## src/rtl/ram_wrapper_pkg.sv

```systemverilog
// Shared types for the RAM-wrapper family of blocks (output stage FSM states).
// Width-dependent types stay as localparams inside each module, since they derive from module parameters.
package ram_wrapper_pkg;

  typedef enum logic {
    OUT_EMPTY = 1'b0,
    OUT_FULL  = 1'b1
  } out_st_e;

endpackage

```

## src/rtl/ram_NR1W_behav_core.sv

```systemverilog
// Behavioural N-read / 1-write register-file RAM.
// Reads are combinational and writes are synchronous. The RAM contents are cleared by reset only when HAS_RST is set.
module ram_NR1W_behav_core #(
  parameter int WIDTH      = 32,
  parameter int DEPTH      = 16,
  parameter int RD_PORT_NB = 1,
  parameter bit HAS_RST    = 1'b0,
  localparam int ADD_W     = $clog2(DEPTH)
) (
  input  logic                                  clk,
  input  logic                                  s_rst_n,
  input  logic                                  wr_en,
  input  logic [ADD_W-1:0]                      wr_add,
  input  logic [WIDTH-1:0]                      wr_data,
  input  logic [RD_PORT_NB-1:0][ADD_W-1:0]      rd_add,
  output logic [RD_PORT_NB-1:0][WIDTH-1:0]      rd_data
);

  logic [WIDTH-1:0] r_mem [DEPTH];
  logic             w_unusedRst;

  // In the reset-free build, s_rst_n is deliberately left unused.
  assign w_unusedRst = s_rst_n;

  generate
    if (HAS_RST) begin : g_rst
      always_ff @(posedge clk) begin
        if (!s_rst_n) begin
          for (int i = 0; i < DEPTH; i++) r_mem[i] <= '0;
        end else if (wr_en) begin
          r_mem[wr_add] <= wr_data;
        end
      end
    end else begin : g_noRst
      always_ff @(posedge clk) begin
        if (wr_en) r_mem[wr_add] <= wr_data;
      end
    end

    for (genvar g = 0; g < RD_PORT_NB; g++) begin : g_rd
      assign rd_data[g] = r_mem[rd_add[g]];
    end
  endgenerate

endmodule

```

## src/rtl/lutram_fifo.sv

```systemverilog
// LUTRAM-backed FIFO with wrap-bit pointers, an occupancy count and a registered almost_full flag.
// Define LUTRAM_FIFO_OUT_REG_EN to add a registered output stage; with it, capacity is DEPTH+1.
module lutram_fifo
  import ram_wrapper_pkg::*;
#(
  parameter int WIDTH = 32,
  parameter int DEPTH = 16,
  parameter int AF_TH = DEPTH - 2,
  localparam int ADD_W = $clog2(DEPTH),
  localparam int PTR_W = ADD_W + 1,
`ifdef LUTRAM_FIFO_OUT_REG_EN
  localparam int CAP = DEPTH + 1,
`else
  localparam int CAP = DEPTH,
`endif
  localparam int OCC_W = $clog2(CAP + 1)
) (
  input  logic             clk,
  input  logic             s_rst_n,
  input  logic [WIDTH-1:0] in_data,
  input  logic             in_vld,
  output logic             in_rdy,
  output logic [WIDTH-1:0] out_data,
  output logic             out_vld,
  input  logic             out_rdy,
  output logic [OCC_W-1:0] occ,
  output logic             almost_full
);

  logic [PTR_W-1:0]           r_wrPtr;
  logic [PTR_W-1:0]           r_rdPtr;
  logic [OCC_W-1:0]           r_occ;
  logic [OCC_W-1:0]           w_occNext;
  logic                       r_af;
  logic                       r_live;
  logic                       w_ramEmpty;
  logic                       w_ramFull;
  logic                       w_push;
  logic                       w_pop;
  logic                       w_rdAdv;
  logic [0:0][ADD_W-1:0]      w_rdAdd;
  logic [0:0][WIDTH-1:0]      w_rdData;

  assign w_ramEmpty = (r_wrPtr == r_rdPtr);
  assign w_ramFull  = (r_wrPtr[ADD_W-1:0] == r_rdPtr[ADD_W-1:0]) &&
                      (r_wrPtr[ADD_W] != r_rdPtr[ADD_W]);

  // r_live keeps in_rdy low through reset and raises it on the first cycle after release.
  assign in_rdy      = r_live && !w_ramFull;
  assign w_push      = in_vld && in_rdy;
  assign w_pop       = out_vld && out_rdy;
  assign occ         = r_occ;
  assign almost_full = r_af;
  assign w_rdAdd[0]  = r_rdPtr[ADD_W-1:0];

  ram_NR1W_behav_core #(
    .WIDTH      (WIDTH),
    .DEPTH      (DEPTH),
    .RD_PORT_NB (1),
    .HAS_RST    (1'b0)
  ) u_ram (
    .clk     (clk),
    .s_rst_n (s_rst_n),
    .wr_en   (w_push),
    .wr_add  (r_wrPtr[ADD_W-1:0]),
    .wr_data (in_data),
    .rd_add  (w_rdAdd),
    .rd_data (w_rdData)
  );

`ifdef LUTRAM_FIFO_OUT_REG_EN
  out_st_e          r_outSt;
  out_st_e          w_outStNext;
  logic             w_load;
  logic [WIDTH-1:0] r_outData;

  assign out_vld  = (r_outSt == OUT_FULL);
  assign out_data = r_outData;
  assign w_rdAdv  = w_load;

  // The stage refills from the RAM whenever it is empty or being popped, so streaming has no bubbles.
  always_comb begin
    w_outStNext = r_outSt;
    w_load      = 1'b0;
    case (r_outSt)
      OUT_EMPTY: begin
        if (!w_ramEmpty) begin
          w_load      = 1'b1;
          w_outStNext = OUT_FULL;
        end
      end
      OUT_FULL: begin
        if (w_pop) begin
          if (!w_ramEmpty) w_load = 1'b1;
          else             w_outStNext = OUT_EMPTY;
        end
      end
      default: w_outStNext = OUT_EMPTY;
    endcase
  end

  always_ff @(posedge clk) begin
    if (!s_rst_n) r_outSt <= OUT_EMPTY;
    else          r_outSt <= w_outStNext;
  end

  always_ff @(posedge clk) begin
    if (w_load) r_outData <= w_rdData[0];
  end
`else
  assign out_vld  = !w_ramEmpty;
  assign out_data = w_rdData[0];
  assign w_rdAdv  = w_pop;
`endif

  always_comb begin
    w_occNext = r_occ;
    if (w_push && !w_pop)      w_occNext = r_occ + OCC_W'(1);
    else if (w_pop && !w_push) w_occNext = r_occ - OCC_W'(1);
  end

  always_ff @(posedge clk) begin
    if (!s_rst_n) begin
      r_wrPtr <= '0;
      r_rdPtr <= '0;
      r_occ   <= '0;
      r_af    <= 1'b0;
      r_live  <= 1'b0;
    end else begin
      r_live <= 1'b1;
      if (w_push)  r_wrPtr <= r_wrPtr + PTR_W'(1);
      if (w_rdAdv) r_rdPtr <= r_rdPtr + PTR_W'(1);
      r_occ <= w_occNext;
      r_af  <= (int'(w_occNext) >= AF_TH);
    end
  end

endmodule

```

## config.mk

```make
export PLATFORM = sky130hd
export DESIGN_NAME = lutram_fifo
export DESIGN_NICKNAME = d
export VERILOG_FILES = /design/src/rtl/ram_wrapper_pkg.sv /design/src/rtl/ram_NR1W_behav_core.sv /design/src/rtl/lutram_fifo.sv
export SDC_FILE = /design/constraint.sdc
export NUM_CORES = 1
export LEC_CHECK = 0
export BUFFER_PORTS_ARGS = -buffer_cell sky130_fd_sc_hd__buf_2
export CORE_MARGIN = 5
export CORE_UTILIZATION = 55
export DETAILED_ROUTE_END_ITERATION = 12
export GPL_TIMING_DRIVEN = 0
export PLACE_DENSITY = 0.76
export SYNTH_ARGS = -nofsm -noshare
export SYNTH_HDL_FRONTEND = slang
export SYNTH_SLANG_ARGS = --single-unit
```

## constraint.sdc

```tcl
create_clock -name clk -period 5.4 [get_ports clk]
set_input_delay 0.27 -clock clk [delete_from_list [all_inputs] [get_ports clk]]
set_output_delay 0.27 -clock clk [all_outputs]
set_load 0.02 [all_outputs]
```

==> results.md, run 1 <==
* Status: completed
* Final core utilization at about 64%
* Syn_nets at around 890
* DR vias at a little under 10k
* CTS H-tree depth at 2
* Final setup viols at 0
* I/O pin total at 76
* Vias per cell at ~6.3
* Slowest-stage cell, CP: clkbuf_1
* Tcrit/Tclk final at between 60% and 70%
* Number of max-cap violations at 0
* Worst r2r src: r_wrPtr[2]
* FF-to-FF setup slack at 2160 ps
* Crit Path Category: flip-flop to output pin
* Final non-filler cell area at 23500 µm²
* CP delay by family, top: buffers and inverters
* Least-Margin Pin Slew at about 1100 ps
* Vias in the first global route at slightly above 10k
* Area Growth Syn to Fin at 15.6%
* Clock Root Buffer: clkbuf_16
* Largest stage delay, worst path at ~750 ps
* Cell count after placement at ~1.4k
* First-pass GRT wire length at 67.8 mm
* Hold endpoint: u_ram.r_mem[10][31]
* Cells after synthesis at between 800 and 900
* Die W at between 200 and 250 µm
* Post-route ant nets at 0
* IO buf count at 74
* CTS clk-pin slew, worst paths at around 60 ps
* Storage cell area at ~16000 µm²
* Power Dens Cells at a little under 400 nW/µm²
* Post-synth ARST share at 0%
* CTS Buffer Depth at 3
* WL per Instance at around 30 µm
* Number of placement rows at 70
* Num CTS Buffers at 51
* Share of cells above drive strength 1 at a little over a third
* Clock Latency Late Sink at around 580 ps
* Hold Crit Class: input port to flip-flop
* Hpwl dp at between 20 and 30 mm
* VDD IR max at around 280 µV
* Placed Area at about 22000 µm²
* Hold Startpoint: in_data[31]
* # clock sinks at roughly 530
* Total power at 9.11 mW
* Crit. End Element: output pin
* Crit path required time at about 5000 ps
* Critical Path AT at 3410 ps
* Highest clock rate at around 270 MHz
* Detailed Routing Iterations Pass 1 at 5
* Clock skew at approximately 23 ps
* Post-synth top area share at between 70 and 80%
* Yosys Warn Count at 0
* Drt drc at 0
* CP Launch Type: flip-flop
* Chip Height at slightly above 200 µm
* Gpl congestion at between 0.7 and 0.8
* Initial DRC count at 1256
* Final Non-Filler Cells at between 1.5k and 2k
* Post-synth EDFFs at 512
* Crit-path max FO at 10
* Starting density of the core at between 50% and 60%
* Final min period at around 3700 ps
* Yosys top cell by area: edfxtp_1
* R2R depth at 8
* Sequential-to-total area share from yosys stat at 77.6%
* Slew HR at about 25%
* Ys flop type: edfxtp_1
* CP bufs+invs at 3
* Mapped Area at about 20000 µm²
* Leading post-synthesis cells by cell area: edfxtp_1 (75%), mux4_2 (18%), dfxtp_1 (2.1%)
* FF+latch count, synth at approximately 530
* RSZ-0062 raised after global routing: no
* Core area at roughly 37000 µm²
* Pins Over Slew Limit at 0
* Commonest cells in the netlist: edfxtp_1 (512), mux4_2 (160), nor2_1 (26)
* Die ar. at 41000 µm²
* Fillers at between 2k and 2.5k
* Synth unique cells at roughly 40
* TritonCTS clock tree: done
* GRT Resource Usage Total at a little under a quarter
* Layout Nets at 1049
* Synth Area per Inst at about 24 µm²
* Critical R2R Capture: u_ram.r_mem[0][5]
* Hold path cells at 1
* Final Hold Vio Count at 0
* Overall routed net length at approximately 45 mm
* Pin count of the biggest net entering global routing at 21
* Multi-input gate area at about 4500 µm²
* Initial antenna violation count at 1
* # resized after CTS at 0
* GR Overflow Total at 0
* Worst path cell trace: clkbuf_1 > clkbuf_1 > mux4_2 > mux4_2 > buf_2
* LEAKAGE at approximately 7.4 nW
* Top-count cell post-synth: edfxtp_1
* Hold WS at 61.5 ps
==> sequential cells by signal (all words and copies together), names as in the netlist, named ones only <==
register     count
u_ram.r_mem    512
occ              5
r_rdPtr          5
r_wrPtr          5
almost_full      1
r_live           1
==> through the flow <==
step / TNS (ps) / setup slack (ps)
2_1_floorplan: 0 / 1460
3_3_place_gp: -164380 / -1370
3_5_place_dp: 0 / 2210
4_1_cts: 0 / 1690
5_1_grt: 0 / 1660
6_report: 0 / 1720
==> power by group <==
| group | internal (mW) | total, mW | switching [mW] |
|---|---|---|---|
| logic | 0.430 | 0.939 | 0.509 |
| clock network | 2.09 | 3.57 | 1.48 |
| registers | 4.57 | 4.60 | 0.0332 |
==> kinds of logic after synthesis <==
kind of cell               after synthesis  share of synthesized area [%]
adders and majority gates                7                          0.430
DFF                                    533                           77.6
buffers and inverters                   46                           1.04
xor gates and xnor gates                17                          0.805
muxes                                  165                           17.9
and+or+nand+nor                         62                           1.47
AOI/OAI and AO/OA                       21                          0.756
==> cell usage in the layout (no fill, tap or decap), types with 6 or more instances in the layout <==
cell       Yosys  final
edfxtp_1     512    512
mux4_2       160    160
buf_2         14     88
clkbuf_16      0     51
clkbuf_1      22     37
dfxtp_1       21     21
buf_6          3     16
nor2_1        26     14
nor2_4         0     12
nand2_1       11     11
clkinv_2       0     11
xor2_1         9      9
buf_12         0      9
ha_1           7      7
inv_1          6      6
xnor2_1        6      6
bufinv_16      0      6
clkinv_1       0      6
==> metal layers <==
| metal | global-route usage (%) | routed length, µm | vias up | part of all wire [%] |
|---|---|---|---|---|
| li1 | - | - | 3949 | - |
| met1 | 31.0 | 17200 | 5111 | 38 |
| met2 | 38.3 | 23600 | 508 | 52 |
| met3 | 4.44 | 3550 | 69 | 7.8 |
| met4 | 5.72 | 1030 | 0 | 2.3 |
| met5 | 0 | 0 | - | 0 |
==> layout make-up <==
class                   count  share of cell area, %
flip-flops and latches    533                   67.1
multi-input cells         272                   19.0
clock buffers              70                   5.89
repair buffers            102                   3.42
well taps                 468                   2.49
clock inverters            26                   1.21
plain buffers              40                  0.808
inverters                   6                 0.0957
diodes                      2                 0.0213
==> worst max-delay path by stage <==
stage	depth (start not counted)	slack, ps	endpoint	startpoint
after floorplan	6	1460	u_ram.r_mem[3][0]	r_wrPtr[2]
final	5	1720	out_data[22]	flip-flop
after global routing	5	1660	out_data[17]	flip-flop
after detailed placement	8	2210	u_ram.r_mem[0][8]	r_wrPtr[2]
after global placement	6	-1370	u_ram.r_mem[3][9]	r_wrPtr[2]
after CTS	5	1690	out_data[16]	flip-flop
==> what timing repair did <==
action                     in CTS  in global routing
hold endpoints to repair        5                  0
buffers inserted                0                  0
setup endpoints to repair       0                  0
hold buffers                    1                  0
==> worst register-to-register path, delay by kind of cell, from the launching register on <==
| family | cells | cell delay (ps) |
|---|---|---|
| AOI/OAI and AO/OA | 1 | 360 |
| xor gates and xnor gates | 1 | 260 |
| buffers and inverters | 3 | 690 |
| DFF | 1 | 320 |
| and+or+nand+nor | 3 | 1320 |
No activity file was read; power rests on OpenSTA's default activity.
==> run 2, diff against run 1 <==
==> constraint.sdc (replaced) <==
create_clock -name clk -period 3.6 [get_ports clk]
set_input_delay 0.18 -clock clk [delete_from_list [all_inputs] [get_ports clk]]
set_output_delay 0.18 -clock clk [all_outputs]
set_load 0.02 [all_outputs]
==> run 2 against run 1 <==
Effect of this change: clock power rose by 39%; sequential power rose by 50%; non-clock buffer count rose by 31; die area did not move; global-route usage fell by 0.64 points; total power rose by 46%; worst setup slack got worse by 1600 ps; routed wire length fell by 2.1%; via count fell by 0.11%; critical path depth did not move; design area rose by 1.0%.
==> results.md, run 2 (synthesis results as in run 1) <==
* Status: completed
* Hold Crit Class: input port to flip-flop
* Largest stage delay, worst path at 730 ps (-20 ps)
* CP Launch Type: flip-flop
* Crit Path Category: flip-flop to output pin
* Slowest-stage cell, CP: clkbuf_1
* Critical Path AT at 3350 ps (-60 ps)
* RSZ-0062 raised after global routing: no
* GR Overflow Total at 0 (unchanged)
* VDD IR max at 410 µV (+45%)
* Switching Fraction at 22.3% (+0.11 points)
* Gpl congestion at 0.743 (-0.20%)
* Clock skew at 22.1 ps (-0.917 ps)
* Pins Over Slew Limit at 0 (unchanged)
* GRT Resource Usage Total at 22.0% (-0.64 points)
* DR vias at 9626 (-0.11%)
* Slew HR at 26.0% (+0.53 points)
* Drt drc at 0 (unchanged)
* Setup_tns at 0 ps (unchanged)
* R2R depth at 7 (-1)
* Hold Startpoint: out_rdy
* Highest clock rate at around 280 MHz
* Number of placement rows at 70 (unchanged)
* Post-route ant nets at 0 (unchanged)
* Reg with most FFs: u_ram.r_mem
* TritonCTS clock tree: done
* Least-Margin Pin Slew at 1110 ps (-8.00 ps)
* Tcrit/Tclk final at 98.0%
* Clock power share at 37.4% (-1.8 points)
* # Post-CTS Setup Buffers at 0 (unchanged)
* CP delay by family, top: buffers and inverters
* I/O pin total at 76 (unchanged)
* Clock Latency Late Sink at 570 ps (about the same)
* Comb pwr share at 10.8% (+0.5 points)
* Starting density of the core at 55.6% (unchanged)
* Final min period at between 3000 and 4000 ps
* Num CTS Buffers at 50 (-2.0%)
* Number of flip-flops in the largest register at 512 (unchanged)
* Hold endpoint: occ[0]
* Area Growth Syn to Fin at 16.8%
* Worst r2r src: r_wrPtr[2]
* Worst path cell trace: clkbuf_1 > clkbuf_1 > mux4_2 > mux4_2 > buf_2
* Chip Height at 202 µm (unchanged)
* Vias per cell at 6.23 (-1.9%)
* Most frequent cells in the layout: edfxtp_1 (512), mux4_2 (160), buf_2 (88)
* Layout Nets at 1079 (+2.9%)
* CTS clk-pin slew, worst paths at 60 ps (about the same)
* IO buf count at 74 (unchanged)
* Die W at 202 µm (unchanged)
* Overall routed net length at 44.5 mm (-2.1%)
* Met3 Usage GRT at 4.24% (-0.21 points)
* Crit path required time at 3420 ps (-1710 ps)
* Crit-path max FO at 10 (unchanged)
* Share of cells above drive strength 1 at 34.0% (-1.6 points)
* P_int at 10.3 mW (+46%)
* Final setup viols at 0 (unchanged)
* Die ar. at 41000 µm² (unchanged)
* Pin count of the biggest net entering global routing at 23 (+9.5%)
* Vias in the first global route at 10.3k (+2.6%)
* WL per Instance at 28.8 µm (-3.8%)
* Final Hold Vio Count at 0 (unchanged)
* Crit. End Element: output pin
* LEAKAGE at 7.48 nW (+1.0%)
* Initial antenna violation count at 1 (unchanged)
* Core area at 36600 µm² (unchanged)
* Detailed Routing Iterations Pass 1 at 5 (unchanged)
* Commonest non-fill, non-tap cell in the layout: edfxtp_1
* Switching pwr at 2.97 mW (+47%)
* Power Dens Cells at 559 nW/µm² (+45%)
* Top Usage Layer GRT: met2
* CTS H-tree depth at 2 (unchanged)
* Initial DRC count at 991 (-21%)
* CTS Buffer Depth at 3 (unchanged)
* CP bufs+invs at 3 (unchanged)
* First-pass GRT wire length at 66.4 mm (-2.0%)
* Fillers at 2315 (-1.1%)
* Number of max-cap violations at 0 (unchanged)
* Hpwl dp at 26.6 mm (-1.5%)
* # clock sinks at 533 (unchanged)
* Grt met1 use at 29.2% (-1.8 points)
* Critical R2R Capture: u_ram.r_mem[15][4]
* Hold path cells at 5 (+4)
* Dpl ws at 624 ps (-1580 ps)
* GR Util met2 at 38.7% (+0.37 points)
* FF-to-FF setup slack at 610 ps (-1550 ps)
* Setup ws final at 70.4 ps (-1650 ps)
* Clock Root Buffer: clkbuf_16
* Seq pwr share at 51.9% (+1.4 points)
## run 2: cell count changes in the layout (fill, tap and decap cells not counted), sizes merged
| cell | change |
|---|---|
| dlygate4sd3 | +32 |
| clkbuf | -9 |
| clkinv | +8 |
| bufinv | -3 |
| buf | -1 |
## run 2: worst max-delay path by stage
stage,startpoint,endpoint,slack (ps),cells past startpoint
after floorplan,r_wrPtr[2],u_ram.r_mem[0][0],-280,6
after global placement,r_wrPtr[2],u_ram.r_mem[0][19],-3080,6
after detailed placement,r_wrPtr[2],u_ram.r_mem[15][15],620,7
after CTS,flip-flop,out_data[0],50,5
after global routing,flip-flop,out_data[16],4,5
final,flip-flop,out_data[3],70,5
## run 2: cell type report
| cell class | instances | area [µm²] | share of cell area (%) |
|---|---|---|---|
| Timing Repair Buffer | 133 | 1170 | 4.91 |
| Multi-Input combinational cell | 272 | 4480 | 18.8 |
| Tap cell | 468 | 586 | 2.46 |
| Inverter | 6 | 22.5 | 0.0947 |
| Buffer | 40 | 193 | 0.810 |
| Clock buffer | 61 | 1310 | 5.52 |
| Antenna cell | 2 | 5.00 | 0.0210 |
| Sequential cell | 533 | 15800 | 66.4 |
| Clock inverter | 31 | 221 | 0.931 |
## run 2: layer usage
metal,routed length (µm),vias to the layer above
li1,-,4016
met1,17100,5109
met2,23600,449
met3,3030,52
met4,675,0
met5,0,-
## run 2: metrics by stage
| stage | util, % | instances | instance area, µm² | total power [mW] | hold slack, ps |
|---|---|---|---|---|---|
| detailed placement | 59.8 | 1419 | 21900 | 8.43 | 359 |
| global placement | 58.3 | 1393 | 21300 | 8.39 | 349 |
| floorplan | - | 851 | 20400 | 7.99 | 208 |
| finish | 65.0 | 1546 | 23800 | 13.3 | 172 |
| CTS | 64.9 | 1544 | 23800 | 13.4 | 150 |
| global route | 64.9 | 1545 | 23800 | 13.8 | 216 |
## run 2: repair_timing
action | CTS | global route
endpoints found under the setup margin | 0 | 5
hold endpoints to repair | 517 | 0
gates resized for setup | 0 | 5
hold buffers | 33 | 0
## run 2: worst register-to-register path, cell delays in order, from the launching register on
cell and delay (ps):
dfxtp_1 320, buf_6 150, xor2_1 260, nor4_4 110, a21oi_2 360, nand2_1 390
nor2_4 850, buf_16 240
## run 2: power by group through the flow
stage	Combinational, mW	Clock, mW	Sequential [mW]
after floorplan	0.947	0	7.05
after global placement	1.36	0	7.03
after detailed placement	1.41	0	7.03
after CTS	1.45	5.03	6.90
after global routing	1.54	5.34	6.90
final	1.43	4.97	6.90
